### src/rtl/div_unit_pkg.sv
// Shared encodings for the execute-stage iterative divider.
// State codes, handshake levels and reset polarity used by div_unit.
package div_unit_pkg;

   typedef enum logic [1:0] {
      DivFree   = 2'b00,
      DivByZero = 2'b01,
      DivOn     = 2'b10,
      DivEnd    = 2'b11
   } div_state_e;

   localparam logic DivStart          = 1'b1;
   localparam logic DivStop           = 1'b0;
   localparam logic DivResultReady    = 1'b1;
   localparam logic DivResultNotReady = 1'b0;
   localparam logic RstEnable         = 1'b1;

   localparam logic [31:0] ZeroWord = 32'h0000_0000;

endpackage

### src/rtl/div_unit.sv
// Iterative restoring divider for DIV/DIVU: one quotient bit per cycle,
// short path for divide-by-zero, abortable by annul_i while iterating.
module div_unit
   import div_unit_pkg::*;
#(
   parameter int WIDTH = 32
) (
   input  logic                 clk,
   input  logic                 rst,
   input  logic                 signed_div_i,
   input  logic [WIDTH-1:0]     opdata1_i,
   input  logic [WIDTH-1:0]     opdata2_i,
   input  logic                 start_i,
   input  logic                 annul_i,
   output logic [2*WIDTH-1:0]   result_o,
   output logic                 ready_o
);

   localparam logic [5:0]       CntDone = 6'(WIDTH);
   localparam logic [WIDTH-1:0] One     = WIDTH'(1);

   div_state_e           r_state, w_state_next;
   logic [5:0]           r_cnt, w_cnt_next;
   logic [2*WIDTH:0]     r_dividend, w_dividend_next;
   logic [WIDTH-1:0]     r_divisor, w_divisor_next;
   logic                 r_op1_neg, w_op1_neg_next;
   logic                 r_op2_neg, w_op2_neg_next;
   logic                 r_signed, w_signed_next;
   logic                 r_ready, w_ready_next;
   logic [2*WIDTH-1:0]   r_result, w_result_next;

   logic [WIDTH-1:0]     w_op1_abs, w_op2_abs;
   logic [WIDTH:0]       w_diff;
   logic [WIDTH-1:0]     w_quot, w_rem, w_quot_fix, w_rem_fix;
   logic                 w_op2_zero;

   // Magnitudes only for signed operations; DIVU passes operands through.
   assign w_op1_abs  = (signed_div_i && opdata1_i[WIDTH-1]) ? (~opdata1_i + One) : opdata1_i;
   assign w_op2_abs  = (signed_div_i && opdata2_i[WIDTH-1]) ? (~opdata2_i + One) : opdata2_i;
   assign w_op2_zero = (opdata2_i == WIDTH'(ZeroWord));

   // Trial subtraction of the divisor from the current partial remainder.
   assign w_diff = {1'b0, r_dividend[2*WIDTH-1:WIDTH]} - {1'b0, r_divisor};

   assign w_quot     = r_dividend[WIDTH-1:0];
   assign w_rem      = r_dividend[2*WIDTH:WIDTH+1];
   assign w_quot_fix = (r_signed && (r_op1_neg ^ r_op2_neg)) ? (~w_quot + One) : w_quot;
   assign w_rem_fix  = (r_signed && r_op1_neg) ? (~w_rem + One) : w_rem;

   always_ff @(posedge clk) begin
      if (rst == RstEnable) begin
         r_state    <= DivFree;
         r_cnt      <= '0;
         r_dividend <= '0;
         r_divisor  <= '0;
         r_op1_neg  <= 1'b0;
         r_op2_neg  <= 1'b0;
         r_signed   <= 1'b0;
         r_ready    <= DivResultNotReady;
         r_result   <= '0;
      end else begin
         r_state    <= w_state_next;
         r_cnt      <= w_cnt_next;
         r_dividend <= w_dividend_next;
         r_divisor  <= w_divisor_next;
         r_op1_neg  <= w_op1_neg_next;
         r_op2_neg  <= w_op2_neg_next;
         r_signed   <= w_signed_next;
         r_ready    <= w_ready_next;
         r_result   <= w_result_next;
      end
   end

   always_comb begin
      w_state_next    = r_state;
      w_cnt_next      = r_cnt;
      w_dividend_next = r_dividend;
      w_divisor_next  = r_divisor;
      w_op1_neg_next  = r_op1_neg;
      w_op2_neg_next  = r_op2_neg;
      w_signed_next   = r_signed;
      w_ready_next    = r_ready;
      w_result_next   = r_result;

      case (r_state)
         DivFree: begin
            w_ready_next  = DivResultNotReady;
            w_result_next = '0;
            if (start_i == DivStart && !annul_i) begin
               if (w_op2_zero) begin
                  w_state_next = DivByZero;
               end else begin
                  w_state_next    = DivOn;
                  w_cnt_next      = '0;
                  w_dividend_next = {{WIDTH{1'b0}}, w_op1_abs, 1'b0};
                  w_divisor_next  = w_op2_abs;
                  w_op1_neg_next  = opdata1_i[WIDTH-1];
                  w_op2_neg_next  = opdata2_i[WIDTH-1];
                  w_signed_next   = signed_div_i;
               end
            end
         end

         DivByZero: begin
            w_dividend_next = '0;
            w_state_next    = DivEnd;
         end

         DivOn: begin
            if (annul_i) begin
               w_state_next  = DivFree;
               w_cnt_next    = '0;
               w_ready_next  = DivResultNotReady;
               w_result_next = '0;
            end else if (r_cnt != CntDone) begin
               if (w_diff[WIDTH]) begin
                  w_dividend_next = {r_dividend[2*WIDTH-1:0], 1'b0};
               end else begin
                  w_dividend_next = {w_diff[WIDTH-1:0], r_dividend[WIDTH-1:0], 1'b1};
               end
               w_cnt_next = r_cnt + 6'd1;
            end else begin
               // Sign fixup is folded back into the working register so END can replay it.
               w_dividend_next = {w_rem_fix, r_dividend[WIDTH], w_quot_fix};
               w_result_next   = {w_rem_fix, w_quot_fix};
               w_ready_next    = DivResultReady;
               w_state_next    = DivEnd;
               w_cnt_next      = '0;
            end
         end

         DivEnd: begin
            w_ready_next  = DivResultReady;
            w_result_next = {r_dividend[2*WIDTH:WIDTH+1], r_dividend[WIDTH-1:0]};
            if (start_i == DivStop) begin
               w_state_next  = DivFree;
               w_ready_next  = DivResultNotReady;
               w_result_next = '0;
            end
         end

         default: begin
            w_state_next = DivFree;
         end
      endcase
   end

   assign ready_o  = r_ready;
   assign result_o = r_result;

endmodule

### config.mk
export PLATFORM = sky130hd
export DESIGN_NAME = div_unit
export DESIGN_NICKNAME = d
export VERILOG_FILES = /design/src/rtl/div_unit_pkg.sv /design/src/rtl/div_unit.sv
export SDC_FILE = /design/constraint.sdc
export NUM_CORES = 1
export LEC_CHECK = 0
export CAP_MARGIN = 20
export CORE_ASPECT_RATIO = 1.1
export CORE_MARGIN = 3
export CORE_UTILIZATION = 40
export DETAILED_ROUTE_END_ITERATION = 8
export GPL_ROUTABILITY_DRIVEN = 0
export SYNTH_ARGS = -nofsm -noshare
export SYNTH_HDL_FRONTEND = slang
export SYNTH_SLANG_ARGS = --single-unit
### constraint.sdc
create_clock -name clk -period 3.81 [get_ports clk]
set_input_delay 0.9525 -clock clk [delete_from_list [all_inputs] [get_ports clk]]
set_output_delay 0.9525 -clock clk [all_outputs]
set_load 0.005 [all_outputs]
==> flow_metrics.py <==
metrics = {
    "worst_setup_path": {
        "end_kind": "flip-flop",
        "cp_cell_sequence": "inv_1 -> fa_1 -> nor2b_1 -> o31a_1 -> o21ai_1 -> o21bai_1 -> a21oi_1 -> o21ai_1 -> buf_4 -> buf_4 -> mux2i_1 -> nand2_1 -> a32o_1",
        "path_class": "reg -> reg",
        "rr_startpoint": "r_dividend[33]$_SDFFE_PP0P_",
        "cpMaxStageDelayCell": "dfxtp_1",
        "rr_worst_depth": 13,
        "startpoint": "r_dividend[33]$_SDFFE_PP0P_",
        "crit_arrival_ns": 3.78,
        "r2r_end": "r_dividend[36]$_SDFFE_PP0P_",
        "critPathLaunchType": "flip-flop",
        "r2r_slack_ns": 0.37,
        "cp_max_fo": 15,
        "worstPathRequired_ns": 4.16,
        "slowest_delay_ns": 0.49,
    },
    "cts": {
        "cts_tree": "built",
        "clk_latency_ns": 0.45,
        "htree_levels": 4,
        "cts_max_path_buffers": 2,
        "post_cts_resized": 0,
        "post_cts_buffers": 0,
        "path_clk_slew_ns": 0.08,
        "clock-root-buffer": "clkbuf_16",
        "clock_sinks": 173,
        "numCtsBuffers": 17,
        "cts_hold_buf": 0,
    },
    "finish": {
        "layout_commonest_cell": "nor2_1",
        "nets": 2025,
        "diodes": 0,
        "layout_common_cells": "nor2_1 (283), a21oi_1 (218), dfxtp_1 (173)",
        "area_delta_synth_final_pct": 20.30,
        "drive_above_1_share": 0.07796,
    },
    "detailed_routing": {
        "dr.pass1.iters": 5,
        "first_iter_violations": 1135,
        "num_vias": 13550,
        "ant_nets": 0,
        "finalWirelength_um": 42970,
        "wl_per_cell_um": 18.33,
        "avgViaCountPerCell": 5.781,
        "drc": 0,
    },
    "timing": {
        "max_slew.worst_pin.slew_ns": 0.9958,
        "rsz0062_at_grt": "no",
        "hold_slack_ns": 0.4562,
        "slew-limit-headroom": 0.3345,
        "hold_viol": 0,
        "fmax_ghz": 0.2909,
        "finalSetupViolations": 0,
        "post-route-period-util": 0.9022,
        "period_needed_ns": 3.438,
        "slew_viol_final": 0,
        "finalClockSkew_ns": 0.01593,
    },
    "synthesis": {
        "synth_fp_nets": 1938,
        "synthCells": 1824,
        "async_reset_ff_frac": 0,
        "ys_warn_count": 0,
        "syn_area_per_cell_um2": 7.044,
        "synth_cell_type_count": 79,
        "yosysSeqAreaShare": 0.2695,
        "synth-seq-cells": 173,
        "synth_edf_count": 0,
        "synth_ff_type": "dfxtp_1",
        "syn-cell-area_um2": 12850,
    },
    "die": {
        "die_area_um2": 34310,
        "dieHeight_um": 194.0,
        "pin_count": 134,
        "rows": 68,
        "core_area_um2": 31570,
        "die_x_um": 176.9,
        "start_util": 0.4070,
    },
    "global_routing": {
        "grt_use_met3": 0.03388,
        "grt_pass1_wl_um": 68140,
        "antenna_found_initial": 0,
        "track_usage": 0.2456,
        "busiest_layer": "met2",
        "grt_pass1_vias": 12460,
        "grt_overflow": 0,
        "grt_max_degree": 123,
        "grt_util_met2": 0.3943,
        "use_met1": 0.3164,
    },
    "min_path": {
        "min_from": "r_divisor[31]$_SDFFE_PP0P_",
        "min_path_cells": 2,
        "worstHoldEndpoint": "r_divisor[31]$_SDFFE_PP0P_",
        "hp-class": "reg -> reg",
    },
    "placed_design": {
        "post-dp-hpwl_um": 31530,
        "portBuffers": 133,
    },
    "power_and_ir_drop": {
        "cellPowerDensity_nw_per_um2": 531.4,
        "vdd_drop_max_mv": 0.4011,
        "p_total_uw": 8214,
        "power_leakage_uw": 0.005709,
    },
    "status": {
        "status": "finished, final reports clean",
    },
    "flow_run": {
        "maxCapViolCount": 0,
    },
}
critical path, delay by kind of cell, from the launching register on:
| family | cells | cell delay [ns] |
|---|---|---|
| multiplexers | 1 | 0.21 |
| AND/OR/NAND/NOR | 2 | 0.25 |
| buffers and inverters | 3 | 0.62 |
| adder cells (fa/ha/maj) | 1 | 0.49 |
| AO/OA/AOI/OAI | 6 | 1.27 |
| flip-flops | 1 | 0.49 |
Yosys cell counts, drive strengths merged, types with 5 or more instances:
| cell | instances | share of area |
|---|---|---|
| a211oi | 38 | 0.022 |
| a21o | 17 | 0.0099 |
| a21oi | 219 | 0.086 |
| a22o | 6 | 0.0041 |
| a22oi | 47 | 0.027 |
| a31oi | 17 | 0.0083 |
| and2 | 18 | 0.0088 |
| and3 | 13 | 0.0063 |
| buf | 26 | 0.011 |
| clkbuf | 116 | 0.034 |
| dfxtp | 173 | 0.27 |
| ha | 44 | 0.043 |
| inv | 64 | 0.019 |
| nand2 | 144 | 0.042 |
| nand2b | 12 | 0.0058 |
| nand3 | 25 | 0.010 |
| nand4 | 5 | 0.0029 |
| nor2 | 286 | 0.085 |
| nor2b | 12 | 0.0058 |
| nor3 | 69 | 0.029 |
| nor4 | 23 | 0.015 |
| o211ai | 5 | 0.0029 |
| o21a | 5 | 0.0029 |
| o21ai | 177 | 0.069 |
| o21bai | 7 | 0.0044 |
| o221ai | 19 | 0.013 |
| o22ai | 18 | 0.0088 |
| o31ai | 15 | 0.0098 |
| o41ai | 6 | 0.0082 |
| or3 | 17 | 0.0092 |
| or4 | 11 | 0.0073 |
| xnor2 | 68 | 0.046 |
| xor2 | 55 | 0.037 |
flip-flops by register name, summed over array words and instances, names as in the netlist:
name and flops:
r_dividend 65, result_o 64, r_divisor 32, r_cnt 6, r_state 2, r_op1_neg 1, r_op2_neg 1, r_signed 1
ready_o 1
stage by stage:
stage / instance area (um^2) / util / setup TNS (ns) / setup WS [ns] / instances
after floorplan: 12850 / - / 0 / 0.6190 / 1824
after global placement: 14840 / 0.4702 / -0.01284 / -0.01284 / 2312
after detailed placement: 14840 / 0.4702 / -0.002329 / -0.002329 / 2312
after CTS: 15460 / 0.4897 / 0 / 0.4338 / 2344
after global routing: 15460 / 0.4897 / 0 / 0.2241 / 2344
final: 15460 / 0.4897 / 0 / 0.3725 / 2344
worst max path at each step:
stage                     slack, ns                           to  cells after the start
after global routing           0.22  r_dividend[32]$_SDFFE_PP0P_                     12
after global placement        -0.01  r_dividend[64]$_SDFFE_PP0P_                     12
after floorplan                0.62  r_dividend[23]$_SDFFE_PP0P_                      9
after CTS                      0.43  r_dividend[36]$_SDFFE_PP0P_                     13
final                          0.37  r_dividend[36]$_SDFFE_PP0P_                     13
after detailed placement     -0.002  r_dividend[64]$_SDFFE_PP0P_                     12
layout make-up:
cell class | count | area, um^2
clock inverters | 15 | 188.9
fillers | 3143 | 16110
well taps | 420 | 525.5
multi-input cells | 1445 | 8607
repair buffers | 210 | 2007
clock buffers | 17 | 425.4
inverters | 64 | 240.2
flip-flops and latches | 173 | 3463
kinds of logic after synthesis:
kind of cell | after synthesis | share of synthesized area
adders and majority gates | 45 | 0.04441
xor gates and xnor gates | 123 | 0.08384
and+or+nand+nor | 646 | 0.2357
DFF | 173 | 0.2695
AOI/OAI and AO/OA | 627 | 0.2993
muxes | 4 | 0.003214
buffers and inverters | 206 | 0.06408
routing by layer:
layer	vias up	wire length, um
met5	-	0
met4	0	2433
met3	90	2294
met2	446	19790
met1	6361	18460
li1	6653	-
power by group:
part | switching (uW) | internal (uW) | total, uW
Sequential | 391 | 2050 | 2440
Clock | 862 | 1000 | 1870
Combinational | 2450 | 1460 | 3910
Total | 3700 | 4510 | 8210
Note: power is estimated with default switching activity, not from simulation.
